`config.mk`:
```
export PLATFORM = sky130hd
export DESIGN_NAME = instr_fetch_queue
export DESIGN_NICKNAME = d
export VERILOG_FILES = /design/src/rtl/instr_fetch_queue.sv
export SDC_FILE = /design/constraint.sdc
export NUM_CORES = 1
export LEC_CHECK = 0
export CAP_MARGIN = 20
export CORE_UTILIZATION = 30
export DETAILED_ROUTE_END_ITERATION = 10
export GPL_TIMING_DRIVEN = 0
export PLACE_DENSITY_LB_ADDON = 0.08
export SYNTH_ARGS = -nofsm -noshare
export SYNTH_HDL_FRONTEND = slang
export SYNTH_SLANG_ARGS = --single-unit
```
`constraint.sdc`:
```
create_clock -name CLK -period 3.53 [get_ports CLK]
set_clock_uncertainty 0.15 [all_clocks]
set_input_delay 0.8825 -clock CLK [delete_from_list [all_inputs] [get_ports CLK]]
set_output_delay 0.8825 -clock CLK [all_outputs]
set_load 0.05 [all_outputs]
```
`src/rtl/instr_fetch_queue.sv`:
```
// Instruction fetch with a small prefetch FIFO and branch redirect/flush.
// Optional FETCH_PERF_EN adds fetch/stall performance counters.
module instr_fetch_queue #(
    parameter int          DEPTH    = 4,
    parameter logic [31:0] RESET_PC = 32'h0000_0000
) (
    input  logic        CLK,
    input  logic        Reset,
    output logic        imem_req,
    output logic [31:0] imem_addr,
    input  logic        imem_rvalid,
    input  logic [31:0] imem_rdata,
    input  logic        redirect,
    input  logic [31:0] redirect_pc,
    output logic        out_valid,
    input  logic        out_ready,
`ifdef FETCH_PERF_EN
    output logic [31:0] perf_fetched,
    output logic [31:0] perf_stall,
`endif
    output logic [31:0] out_pc,
    output logic [31:0] instr,
    output logic [6:0]  op,
    output logic [2:0]  funct3,
    output logic [6:0]  funct7,
    output logic [4:0]  rs1,
    output logic [4:0]  rs2,
    output logic [4:0]  rd,
    output logic [24:0] imm
);
    localparam int PW = (DEPTH > 1) ? $clog2(DEPTH) : 1;
    localparam int CW = PW + 1;

    localparam logic [1:0] S_IDLE  = 2'd0;
    localparam logic [1:0] S_WAIT  = 2'd1;
    localparam logic [1:0] S_DRAIN = 2'd2;

    logic [1:0]    state_q, state_d;
    logic [31:0]   fetch_pc_q, fetch_pc_d;
    logic [CW-1:0] count_q, count_d;
    logic [PW-1:0] wr_ptr_q, wr_ptr_d, rd_ptr_q, rd_ptr_d;
    logic [63:0]   mem_q [DEPTH];
    logic [63:0]   mem_d [DEPTH];
    logic          issue, push, pop, room;
    logic [63:0]   head;

    // The outstanding request reserves a slot so its push can never overflow.
    assign room  = ({1'b0, count_q} + {{CW{1'b0}}, (state_q == S_WAIT)}) < (CW+1)'(DEPTH);
    assign issue = (state_q == S_IDLE) && !redirect && room;
    assign push  = (state_q == S_WAIT) && imem_rvalid && !redirect;
    assign pop   = out_valid && out_ready && !redirect;

    always_comb begin
        state_d    = state_q;
        fetch_pc_d = fetch_pc_q;
        count_d    = count_q;
        wr_ptr_d   = wr_ptr_q;
        rd_ptr_d   = rd_ptr_q;
        mem_d      = mem_q;
        if (redirect) begin
            count_d    = '0;
            wr_ptr_d   = '0;
            rd_ptr_d   = '0;
            fetch_pc_d = redirect_pc & ~32'h3;
            // A response arriving in the redirect cycle settles the pending request.
            if ((state_q == S_WAIT || state_q == S_DRAIN) && !imem_rvalid)
                state_d = S_DRAIN;
            else
                state_d = S_IDLE;
        end else begin
            case (state_q)
                S_IDLE:  if (issue) state_d = S_WAIT;
                S_WAIT:  if (imem_rvalid) begin
                             state_d    = S_IDLE;
                             fetch_pc_d = fetch_pc_q + 32'd4;
                         end
                S_DRAIN: if (imem_rvalid) state_d = S_IDLE;
                default: state_d = S_IDLE;
            endcase
            if (push) begin
                mem_d[wr_ptr_q] = {fetch_pc_q, imem_rdata};
                wr_ptr_d        = wr_ptr_q + PW'(1);
            end
            if (pop) rd_ptr_d = rd_ptr_q + PW'(1);
            count_d = count_q + CW'(push) - CW'(pop);
        end
    end

    always_ff @(posedge CLK) begin
        if (Reset) begin
            state_q    <= S_IDLE;
            fetch_pc_q <= RESET_PC;
            count_q    <= '0;
            wr_ptr_q   <= '0;
            rd_ptr_q   <= '0;
        end else begin
            state_q    <= state_d;
            fetch_pc_q <= fetch_pc_d;
            count_q    <= count_d;
            wr_ptr_q   <= wr_ptr_d;
            rd_ptr_q   <= rd_ptr_d;
        end
    end

    always_ff @(posedge CLK) mem_q <= mem_d;

    assign imem_req  = issue && !Reset;
    assign imem_addr = fetch_pc_q;
    assign out_valid = (count_q != '0) && !Reset;
    assign head      = mem_q[rd_ptr_q];
    assign out_pc    = out_valid ? head[63:32] : 32'h0;
    assign instr     = out_valid ? head[31:0]  : 32'h0;
    assign op        = instr[6:0];
    assign funct3    = instr[14:12];
    assign funct7    = instr[31:25];
    assign rs1       = instr[19:15];
    assign rs2       = instr[24:20];
    assign rd        = instr[11:7];
    assign imm       = instr[31:7];

`ifdef FETCH_PERF_EN
    logic [31:0] perf_fetched_q, perf_fetched_d;
    logic [31:0] perf_stall_q, perf_stall_d;
    logic [31:0] perf_flushed_q, perf_flushed_d;
    logic [32:0] flush_sum;

    always_comb begin
        perf_fetched_d = perf_fetched_q;
        perf_stall_d   = perf_stall_q;
        flush_sum      = {1'b0, perf_flushed_q} + 33'(count_q);
        perf_flushed_d = perf_flushed_q;
        if (push && perf_fetched_q != 32'hFFFF_FFFF)
            perf_fetched_d = perf_fetched_q + 32'd1;
        if (out_ready && !out_valid && perf_stall_q != 32'hFFFF_FFFF)
            perf_stall_d = perf_stall_q + 32'd1;
        if (redirect)
            perf_flushed_d = flush_sum[32] ? 32'hFFFF_FFFF : flush_sum[31:0];
    end

    always_ff @(posedge CLK) begin
        if (Reset) begin
            perf_fetched_q <= '0;
            perf_stall_q   <= '0;
            perf_flushed_q <= '0;
        end else begin
            perf_fetched_q <= perf_fetched_d;
            perf_stall_q   <= perf_stall_d;
            perf_flushed_q <= perf_flushed_d;
        end
    end

    assign perf_fetched = perf_fetched_q;
    assign perf_stall   = perf_stall_q;
`endif
endmodule

```
=== Word level (Yosys, flattened, before mapping) ===
Cells that the tools add are included.
W data, S select, Z words.

* Output and inout port bits: 155
* Bits of input ports: 69
* Logic and storage cells: 67
* Flip-flop bits (word level): 297

* $add $sub $neg: 6
* Reduce and logical (&&, ||, !) cells: 24
* Magnitude comparators: 4
* Equality and inequality tests: 4
* Bitwise operators: 3
* Multiplexer cells: 16

{| class="wikitable"
|+ Operators by type and width
! operator !! number
|-
| $bwmux W256 || 1
|-
| $mux W64 || 3
|-
| $mux W32 || 5
|-
| $bmux W64 S2 || 1
|-
| $demux W64 S2 || 1
|-
| $add A32 B3 Y32 const B || 1
|-
| $logic_and A1 B1 Y1 || 10
|-
| $mux W2 || 4
|-
| $reduce_and A2 Y1 || 4
|-
| $ge A3 B3 Y1 const B || 2
|-
| $not A2 Y3 || 2
|-
| $add A2 B1 Y2 const B || 2
|-
| $add A3 B1 Y4 || 1
|-
| $lt A4 B3 Y1 const B || 1
|-
| $pmux W2 S2 || 1
|-
| $reduce_bool A2 Y1 || 2
|-
| $reduce_or A2 Y1 || 2
|-
| $add A3 B1 Y3 || 1
|-
| $logic_not A1 Y1 || 3
|-
| $lt A3 B1 Y1 const B || 1
|-
| $ne A3 B1 Y1 const B || 1
|-
| $ne A3 B3 Y1 const B || 1
|-
| $reduce_bool A3 Y1 || 1
|-
| $sub A3 B1 Y3 || 1
|-
| other kinds (5) || 5
|}

=== Logic depth before layout (Yosys ltp) ===
Gate-level depths: netlist of run 1.

* Word-level depth: 7
* Depth in mapped cells: 12
* Gate-level depth less buffers: 11

=== Least setup slack after synthesis of run 1 ===
OpenSTA, ideal clock, no wires.

* Path kind: input to output
* From: input Reset
* To: output imm[5]
* Stages: 6
* Path slack: -185 ps
* Data required time: 2497 ps
* Arrival time: 2683 ps
* Path buffers: 4
* Path through: clkbuf_1 nand2b_1 clkbuf_1 clkbuf_1 nor2b_1 buf_4

* Longest elaborated chain between the ends: 3

{| class="wikitable"
|+ RTL lines
! item !! RTL line !! source
|-
| from (decl) || 8 || <nowiki>input logic Reset,</nowiki>
|-
| $logic_not A1 Y1 || 109 || <nowiki>assign out_valid = (count_q != '0) && !Reset;</nowiki>
|-
| $logic_and A1 B1 Y1 || 109 ||
|-
| $mux W32 || 112 || <nowiki>assign instr = out_valid ? head[31:0] : 32'h0;</nowiki>
|-
| to (decl) || 29 || <nowiki>output logic [24:0] imm</nowiki>
|}

Every way passes these cells.

=== Worst setup path after layout of run 1 ===
* From: input Reset
* To: output out_pc[2]

* Longest elaborated chain between the ends: 3

{| class="wikitable"
|+ RTL lines
! item !! RTL line !! source
|-
| $logic_not A1 Y1 || 109 ||
|-
| $logic_and A1 B1 Y1 || 109 ||
|-
| $mux W32 || 111 || <nowiki>assign out_pc = out_valid ? head[63:32] : 32'h0;</nowiki>
|-
| to (decl) || 21 || <nowiki>output logic [31:0] out_pc,</nowiki>
|}

Every way passes these cells.

==> qor.yml, run 1 <==
wl_mm: 30.45
dpl.cell_count: 1498
synth.top_cells.by_area: "edfxtp_1, mux4_2, dfxtp_1"
synth_warnings: 0
root_buffer: "clkbuf_16"
dpl.hpwl_mm: 19.80
synth_top_family_by_area: "multiplexers"
crit_end: "out_pc[2]"
hold_viol: 0
io_pins: 224
synth_area_sq_um: 12180
synth_fa_ha_area_frac: 0.01192
critPathCaptureType: "output pin"
cts_hold_buf: 0
antenna_cells: 0
crit_fanout: 9
r2r_end: "count_q[2]"
initial_core_util: 0.3051
rsz0062_at_grt: "true"
status: "finished, final reports clean"
die_area_sq_um: 41410
cts_tree: "done"
hp-class: "reg -> reg"
clock-sinks: 287
layout.nets: 1089
first_global_vias: 7407
firstDrtPassIters: 4
antenna_found_initial: 0
core_area_sq_um: 39910
min_period_over_period: 0.9793
p_leak_nw: 5.696
ctsHtreeMaxLevel: 2
clk_latency_ns: 0.50
grt_pass1_wl_mm: 46.09
wl_per_cell_microns: 19.52
ff2ff_path_depth: 12
num_vias: 7209
synth_cell_types: 48
worstPathArrival_ns: 2.42
tightestPinTransition_ns: 0.6185
cts_buffers: 34
maxSlewViolCount: 0
synth_top_area_frac: 0.6115
synth_edf_count: 248
vias_per_cell: 4.621
drt-initial-drc-count: 344
slew_headroom: 0.5864
synth-simple-area-share: 0.09493
synth_xor_area_frac: 0.01079
area_growth_pct: 34.45
avgSynthCellArea_sq_um: 16.24
grt_max_degree: 47
slowest_stage: "clkdlybuf4s50_1"
vdd_ir_drop_max_v: 0.0002648
synth.yosys.seq_area_share: 0.6756
synth-compound-area-share: 0.03390
max_stage_delay_ns: 0.89
fin_tns_setup_ns: 0
pre_cts_slack_ns: -1.287
synthCells: 750
rr_startpoint: "state_q[1]"
synth-async-reset-ratio: 0
setup.worst_path.start_class: "input pin"
worst-endpoint-required_ns: 2.50
ant_nets: 0
grt_usage: 0.1490
yosysMostFrequentCell: "edfxtp_1"
gp_congestion: 0.7042
layout_setup_ws_ns: 0.07308
synth_top_area_cell: "edfxtp_1"
final_cells: 1560
io_buffer_count: 216
die_y_microns: 203.5
worstSetupPathType: "in -> out"
drive_gt1_frac: 0.2976
finalSetupViolCount: 0
ys_ff_latch: 287
rows: 73
worstPathCellList: "clkbuf_2, nand2b_4, nor2b_1, clkdlybuf4s50_1"
overflow: 0
reg2reg_slack_ns: 0.83
synth_ff_type: "edfxtp_1"
power_density_nw_per_um2: 479.0
synth_common_cells: "edfxtp_1, nor2b_1, buf_4"
fp.dieW_microns: 203.5
drc_errors: 0
fmax_mhz: 289.3
max_cap_viol_count: 0
period_needed_ns: 3.457
cts.reportedPaths.clkPinSlew_ns: 0.05
synth_mux_area_frac: 0.1146
crit_path_start: "Reset"
cts_buffer_depth: 3
-- layout by cell type, fill, tap and decap left out, drive strengths merged, types with 9 or more instances in the layout --
| cell type | netlist | final |
|---|---|---|
| a2111oi | 11 | 11 |
| a211oi | 16 | 16 |
| and3 | 9 | 9 |
| and4 | 11 | 11 |
| buf | 75 | 90 |
| clkbuf | 26 | 79 |
| clkdlybuf4s15 | 0 | 61 |
| clkdlybuf4s50 | 0 | 96 |
| clkinv | 0 | 9 |
| dfxtp | 39 | 39 |
| dlygate4sd2 | 0 | 40 |
| edfxtp | 248 | 248 |
| ha | 10 | 10 |
| inv | 21 | 21 |
| mux4 | 62 | 62 |
| nand2 | 17 | 17 |
| nand3 | 16 | 16 |
| nand4 | 12 | 12 |
| nor2 | 34 | 34 |
| nor2b | 66 | 66 |
| nor3 | 9 | 9 |
-- report_power, final --
| group | leakage (nW) | internal (mW) | switching, mW |
|---|---|---|---|
| Clock | 0.574 | 2.30 | 1.33 |
| Sequential | 2.58 | 3.73 | 0.0699 |
| Combinational | 2.55 | 0.172 | 0.246 |
-- final cells by class --
| cell class | count | area [sq um] |
|---|---|---|
| fillers | 3679 | 23540 |
| flip-flops and latches | 287 | 8233 |
| multi-input cells | 344 | 3302 |
| repair buffers | 223 | 2237 |
| clock buffers | 46 | 969.7 |
| plain buffers | 98 | 689.4 |
| well taps | 525 | 656.9 |
| clock inverters | 16 | 207.7 |
| inverters | 21 | 78.83 |
-- critical path: cells and delay by family --
kind | cells | cell delay (ns)
buffers and inverters | 2 | 1.11
AND/OR/NAND/NOR | 2 | 0.41
-- flip-flops by register name, indices dropped and copies added (netlist names) --
| signal | count |
|---|---|
| state_q | 2 |
| mem_q | 248 |
| imem_addr | 30 |
| wr_ptr_q | 2 |
| rd_ptr_q | 2 |
| count_q | 3 |
-- worst min-delay path by stage --
stage / startpoint / depth (start not counted) / to / slack [ns]
floorplan: wr_ptr_q[1] / 2 / wr_ptr_q[1] / 0.32
global placement: wr_ptr_q[1] / 2 / wr_ptr_q[1] / 0.34
detailed placement: wr_ptr_q[1] / 2 / wr_ptr_q[1] / 0.34
CTS: wr_ptr_q[1] / 2 / wr_ptr_q[1] / 0.35
global route: wr_ptr_q[1] / 2 / wr_ptr_q[1] / 0.37
finish: wr_ptr_q[1] / 2 / wr_ptr_q[1] / 0.34
-- per-layer routing --
metal | up-vias | share of wire | global-route usage | wire [microns]
met3 | 40 | 0.051 | 0.02764 | 1558
li1 | 3357 | - | - | -
met1 | 3599 | 0.46 | 0.2077 | 14150
met4 | 0 | 0.018 | 0.04028 | 536
met2 | 213 | 0.47 | 0.2382 | 14210
met5 | - | 0 | 0 | 0
-- per-stage QoR --
stage	hold WS [ns]	cell area [sq um]	utilization	power, mW
after global routing	0.3658	16370	0.4102	8.116
after global placement	0.3448	15020	0.3763	4.293
after floorplan	0.3192	12200	-	4.071
final	0.3442	16370	0.4102	7.843
after CTS	0.3450	16390	0.4106	7.946
after detailed placement	0.3374	15130	0.3792	4.295
-- cell families (layout without fill, tap and decap cells) --
logic type	Yosys count	after routing
AOI/OAI and AO/OA	53	53
xor gates and xnor gates	15	15
adders and majority gates	11	11
buffers and inverters	122	404
DFF	287	287
muxes	62	62
other	1	4
and+or+nand+nor	199	199
-- what timing repair did --
item,in CTS,in global routing
setup endpoints to repair,121,95
resized for setup,276,52
setup buffers,1,2
Power figures use the tool's default switching activity.
==> run 2: changes to the inputs <==
--- a/config.mk
+++ b/config.mk
@@ -6,7 +6,7 @@
 export NUM_CORES = 1
 export LEC_CHECK = 0
 export CAP_MARGIN = 20
-export CORE_UTILIZATION = 30
+export CORE_UTILIZATION = 47
 export DETAILED_ROUTE_END_ITERATION = 10
 export GPL_TIMING_DRIVEN = 0
 export PLACE_DENSITY_LB_ADDON = 0.08
==> run 2 against run 1 <==
  * First-iteration DRC count grew 40%
  * Register-to-register slack improved by 0.03 ns
  * Maximum frequency rose by 0.82%
  * Sequential share of layout area grew 2.5 points
  * Critical path depth is 1 higher
  * Flip-flop and latch count did not move
  * Wire length down 17%
  * Sequential power hardly changed
  * Design area fell by 4.7%
==> qor.yml, run 2 (same netlist as run 1, synthesis figures left out) <==
status: "finished, final reports clean"  # unchanged
p_leak_nw: 5.597  # was 5.696 nW
die_y_microns: 163.0  # was 203.5 microns
rows: 58  # was 73
area_growth_pct: 28.10  # was 34.45%
vdd_ir_drop_max_v: 0.0003111  # was 0.0002648 V
hold_viol: 0  # unchanged
layout.nets: 1082  # was 1,089
cts_hold_buf: 0  # unchanged
ctsHtreeMaxLevel: 1  # was 2
io_pins: 224  # unchanged
largest_register: "mem_q"  # unchanged
grt_max_degree: 44  # was 47
wl_mm: 25.41  # was 30.45 mm
largest_reg_flops: 248  # unchanged
clock-sinks: 287  # unchanged
drc_errors: 0  # unchanged
final_cell_mix: "edfxtp_1, clkdlybuf4s50_1, buf_4"  # unchanged
min_period_over_period: 0.9714  # was 0.9793
max_cap_viol_count: 0  # unchanged
ant_nets: 0  # unchanged
worst-endpoint-required_ns: 2.50  # about the same
antenna_found_initial: 0  # unchanged
cp_common_cell: "clkbuf_2"
antenna_cells: 0  # unchanged
place_area_sq_um: 14880  # was 15,130 sq um
root_buffer: "clkbuf_16"  # unchanged
overflow: 0  # unchanged
vias_per_cell: 5.254  # was 4.621
fmax_mhz: 291.6  # was 289.3 MHz
rsz0062_at_grt: "false"  # was true
crit_fanout: 10  # was 9
first_global_vias: 6991  # was 7,407
power_density_nw_per_um2: 443.6  # was 479.0 nW/um^2
initial_core_util: 0.4809  # was 0.3051
finalSetupViolCount: 0  # unchanged
die_area_sq_um: 26560  # was 41,410 sq um
cts.reportedPaths.clkPinSlew_ns: 0.06  # was 0.05 ns
drt-initial-drc-count: 482  # was 344
tightestPinTransition_ns: 0.5754  # was 0.6185 ns
final_cells: 1352  # was 1,560
io_buffer_count: 216  # unchanged
fin_tns_setup_ns: 0  # unchanged
period_needed_ns: 3.429  # was 3.457 ns
drive_gt1_frac: 0.2652  # was 0.2976
utilization: 0.6160  # was 0.4102
dpl.hpwl_mm: 16.67  # was 19.80 mm
final_common_cell: "edfxtp_1"  # unchanged
slew_headroom: 0.6152  # was 0.5864
gp_congestion: 0.7836  # was 0.7042
hp-class: "reg -> reg"  # unchanged
num_vias: 7103  # was 7,209
worstSetupPathType: "in -> out"  # unchanged
grt_pass1_wl_mm: 39.09  # was 46.09 mm
max_stage_delay_ns: 0.59  # was 0.89 ns
grt_usage: 0.1928  # was 0.1490
fp.dieW_microns: 163.0  # was 203.5 microns
core_area_sq_um: 25330  # was 39,910 sq um
slowest_stage: "dlygate4sd2_1"  # was clkdlybuf4s50_1
clk_latency_ns: 0.53  # was 0.50 ns
final_area_sq_um: 15600  # was 16,370 sq um
cts_buffer_depth: 3  # unchanged
worstPathArrival_ns: 2.40  # was 2.42 ns
cts_tree: "done"  # unchanged
firstDrtPassIters: 5  # was 4
maxSlewViolCount: 0  # unchanged
cts_buffers: 29  # was 34
wl_per_cell_microns: 18.79  # was 19.52 microns
critPathCaptureType: "output pin"  # unchanged
worstPathCellList: "clkbuf_2, nand2b_4, clkbuf_2, nor2b_1, dlygate4sd2_1"  # was clkbuf_2, nand2b_4, nor2b_1, clkdlybuf4s50_1
setup.worst_path.start_class: "input pin"  # unchanged
dpl.cell_count: 1303  # was 1,498
## run 2: final timing paths
| check | from | to | slack, ns | cells past startpoint |
|---|---|---|---|---|
| worst max-delay path | Reset | out_pc[30] | 0.10 | 5 |
| worst min-delay path | wr_ptr_q[1] | wr_ptr_q[1] | 0.35 | 2 |
| worst max register to register | state_q[1] | count_q[2] | 0.86 | 12 |
| worst min register to register | wr_ptr_q[1] | wr_ptr_q[1] | 0.35 | 2 |
## run 2: power by group
part           total [mW]  switching [mW]  internal [mW]
Combinational       0.410           0.239          0.170
Clock                2.72            1.18           1.54
Sequential           3.79          0.0671           3.73
## run 2: cell type report
class                      count  area, sq um
inverter                      21        78.83
fill                        1978         9726
buffer                        97        670.6
clock buffer                  40        787.0
sequential                   287         8233
clock inverter                11        47.55
multi-input combinational    344         3287
timing repair buffer         222         2085
tap                          330        412.9
## run 2: repair_timing
item | CTS | global route
setup endpoints to repair | 121 | 58
resized for setup | 211 | 67
setup buffers | 0 | 2
pin swaps | 0 | 0
## run 2: layer usage
layer  wire length (microns)  vias to the layer above  part of all wire  GRT usage
met4                     408                        0             0.016    0.04121
met3                    1598                       30             0.063    0.03132
li1                        -                     3341                 -          -
met5                       0                        -                 0          0
met1                   11460                     3497              0.45     0.2712
met2                   11940                      235              0.47     0.3176
## run 2: stage by stage
step                      power, mW  hold slack (ns)  setup WS [ns]
final                         6.921           0.3550         0.1011
after CTS                     6.986           0.3536      0.0009575
after detailed placement      4.281           0.3453         -1.079
after global placement        4.275           0.3444         -1.080
after global routing          7.127           0.3733       0.004423
after floorplan               4.071           0.3192        -0.1852
## run 2: worst max-delay path, delay by kind of cell
kind / cells / cell delay, ns
AND/OR/NAND/NOR: 2 / 0.45
buffers and inverters: 3 / 1.05
==> run 3: changes to the inputs <==
--- a/config.mk
+++ b/config.mk
@@ -10,6 +10,7 @@
 export DETAILED_ROUTE_END_ITERATION = 10
 export GPL_TIMING_DRIVEN = 0
 export PLACE_DENSITY_LB_ADDON = 0.08
+export REMOVE_ABC_BUFFERS = 1
 export SYNTH_ARGS = -nofsm -noshare
 export SYNTH_HDL_FRONTEND = slang
 export SYNTH_SLANG_ARGS = --single-unit
==> run 3 against run 2 <==
  * Non-clock buffer count fell by 86
  * Wire length is 7.6% higher
  * Worst hold slack improved by 0.0054 ns
  * Final cell count is 5.8% lower
  * Clock-buffer cell count down 3
  * Design area decreased by 3.0%
  * Via count down 0.62%
  * Maximum frequency is 2.6% lower
  * Largest cell class unchanged
  * Highest routed layer unchanged
==> qor.yml, run 3 (same netlist as run 1, synthesis figures left out) <==
cts_buffer_depth: 3  # unchanged
crit_fanout: 23  # was 10
largest_register: "mem_q"  # unchanged
overflow: 0  # unchanged
sw_frac_of_total: 0.2142  # was 0.2144
hp-start: "state_q[1]"  # was wr_ptr_q[1]
power_switching_mw: 1.581  # was 1.484 mW
drt-initial-drc-count: 339  # was 482
power.total_mw: 7.382  # was 6.921 mW
layout.nets: 1000  # was 1,082
num_vias: 7059  # was 7,103
power_density_nw_per_um2: 487.9  # was 443.6 nW/um^2
grt_max_degree: 53  # was 44
final_common_cell: "edfxtp_1"  # unchanged
status: "finished, final reports clean"  # unchanged
max_cap_viol_count: 0  # unchanged
antenna_cells: 0  # unchanged
clock-sinks: 287  # unchanged
layout_setup_ws_ns: 0.01108  # was 0.1011 ns
power_frac_comb: 0.055  # was 0.059
final_cells: 1274  # was 1,352
wl_per_cell_microns: 21.45  # was 18.79 microns
grt_usage: 0.2077  # was 0.1928
min_period_over_period: 0.9969  # was 0.9714
vdd_ir_drop_max_v: 0.0003154  # was 0.0003111 V
worst-endpoint-required_ns: 2.50  # about the same
pwr-share-seq: 0.513  # was 0.548
seqCellArea_sq_um: 8235  # was 8233 sq um
first_global_vias: 7205  # was 6,991
initial_core_util: 0.4809  # unchanged
crit_path_start: "Reset"  # unchanged
largest_reg_flops: 248  # unchanged
drc_errors: 0  # unchanged
root_buffer: "clkbuf_16"  # unchanged
use_met3: 0.03361  # was 0.03132
finalSetupViolCount: 0  # unchanged
fillCellCount: 1931  # was 1,978
dpl.cell_count: 1208  # was 1,303
use_met2: 0.3538  # was 0.3176
worstSetupPathType: "in -> out"  # unchanged
intPower_mw: 5.801  # was 5.437 mW
ctsHtreeMaxLevel: 1  # unchanged
firstDrtPassIters: 5  # unchanged
dpl.hpwl_mm: 15.49  # was 16.67 mm
setup.worst_path.start_class: "input pin"  # unchanged
multi_input_area_sq_um: 3338  # was 3287 sq um
grt_pass1_wl_mm: 41.16  # was 39.09 mm
rows: 58  # unchanged
vias_per_cell: 5.541  # was 5.254
cts.reportedPaths.clkPinSlew_ns: 0.06  # about the same
io_buffer_count: 217  # was 216
clock_power_share: 0.431  # was 0.393
gp_congestion: 0.7588  # was 0.7836
slew_headroom: 0.2764  # was 0.6152
die_y_microns: 163.0  # unchanged
rr_startpoint: "imem_addr[7]"  # was state_q[1]
period_needed_ns: 3.519  # was 3.429 ns
cts_buffers: 30  # was 29
core_area_sq_um: 25330  # unchanged
fin_tns_setup_ns: 0  # unchanged
rsz0062_at_grt: "true"  # was false
critPathCaptureType: "output pin"  # unchanged
drive_gt1_frac: 0.2934  # was 0.2652
maxSlewViolCount: 0  # unchanged
wl_mm: 27.33  # was 25.41 mm
area_growth_pct: 24.23  # was 28.10%
p_leak_nw: 5.239  # was 5.597 nW
final_cell_mix: "edfxtp_1, clkdlybuf4s50_1, buf_2"  # was edfxtp_1, clkdlybuf4s50_1, buf_4
antenna_found_initial: 0  # unchanged
io_pins: 224  # unchanged
grt-busiest-layer: "met2"  # unchanged
gr-usage-met1: 0.2785  # was 0.2712
hp-class: "reg -> reg"  # unchanged
die_area_sq_um: 26560  # unchanged
ant_nets: 0  # unchanged
pre_cts_slack_ns: -1.545  # was -1.079 ns
cts_tree: "done"  # unchanged
clk_latency_ns: 0.54  # was 0.53 ns
fmax_mhz: 284.2  # was 291.6 MHz
worstPathArrival_ns: 2.49  # was 2.40 ns
fp.dieW_microns: 163.0  # unchanged
hold_viol: 0  # unchanged
cts_hold_buf: 0  # unchanged
tightestPinTransition_ns: 1.076  # was 0.5754 ns
run 3: per-layer routing:
metal | up-vias | part of all wire
met5 | - | 0
met4 | 0 | 0.018
met3 | 36 | 0.056
met2 | 253 | 0.50
met1 | 3577 | 0.43
li1 | 3193 | -
run 3: cell type report:
type | instances | area share
sequential | 287 | 0.5443
multi-input combinational | 347 | 0.2206
inverter | 21 | 0.005210
clock inverter | 19 | 0.01166
clock buffer | 37 | 0.05549
timing repair buffer | 233 | 0.1355
tap | 330 | 0.02729
run 3: final timing paths:
kind                                       to  cells after the start  slack (ns)
worst max-delay path                out_valid                      5        0.01
worst min-delay path               state_q[1]                      2        0.36
worst max register to register  imem_addr[22]                      4        0.69
worst min register to register     state_q[1]                      2        0.36
run 3: metrics by stage:
stage               hold slack (ns)    util  instance area, sq um
floorplan                    0.3192       -                 11560
finish                       0.3604  0.5974                 15130
global route                 0.4059  0.5974                 15130
detailed placement           0.3570  0.5689                 14410
global placement             0.3306  0.5586                 14150
CTS                          0.3670  0.6022                 15250
run 3: power by group through the flow:
stage / logic [mW] / clock network (mW) / registers [mW]
6_report: 0.410 / 3.18 / 3.79
5_1_grt: 0.432 / 3.38 / 3.80
4_1_cts: 0.413 / 3.25 / 3.79
3_5_place_dp: 0.410 / 0 / 3.86
3_3_place_gp: 0.392 / 0 / 3.86
2_1_floorplan: 0.125 / 0 / 3.93
run 3: critical path: stages:
cell             delay (ns)
clkdlybuf4s15_2        0.38
buf_16                 0.27
nand2b_4               0.32
inv_1                  0.10
dlygate4sd2_1          0.53
run 3: what timing repair did:
action,CTS,global route
setup endpoints to repair,121,37
cloned,4,0
buffers inserted,5,0
gates resized for setup,533,58
endpoints found under the hold margin,0,0
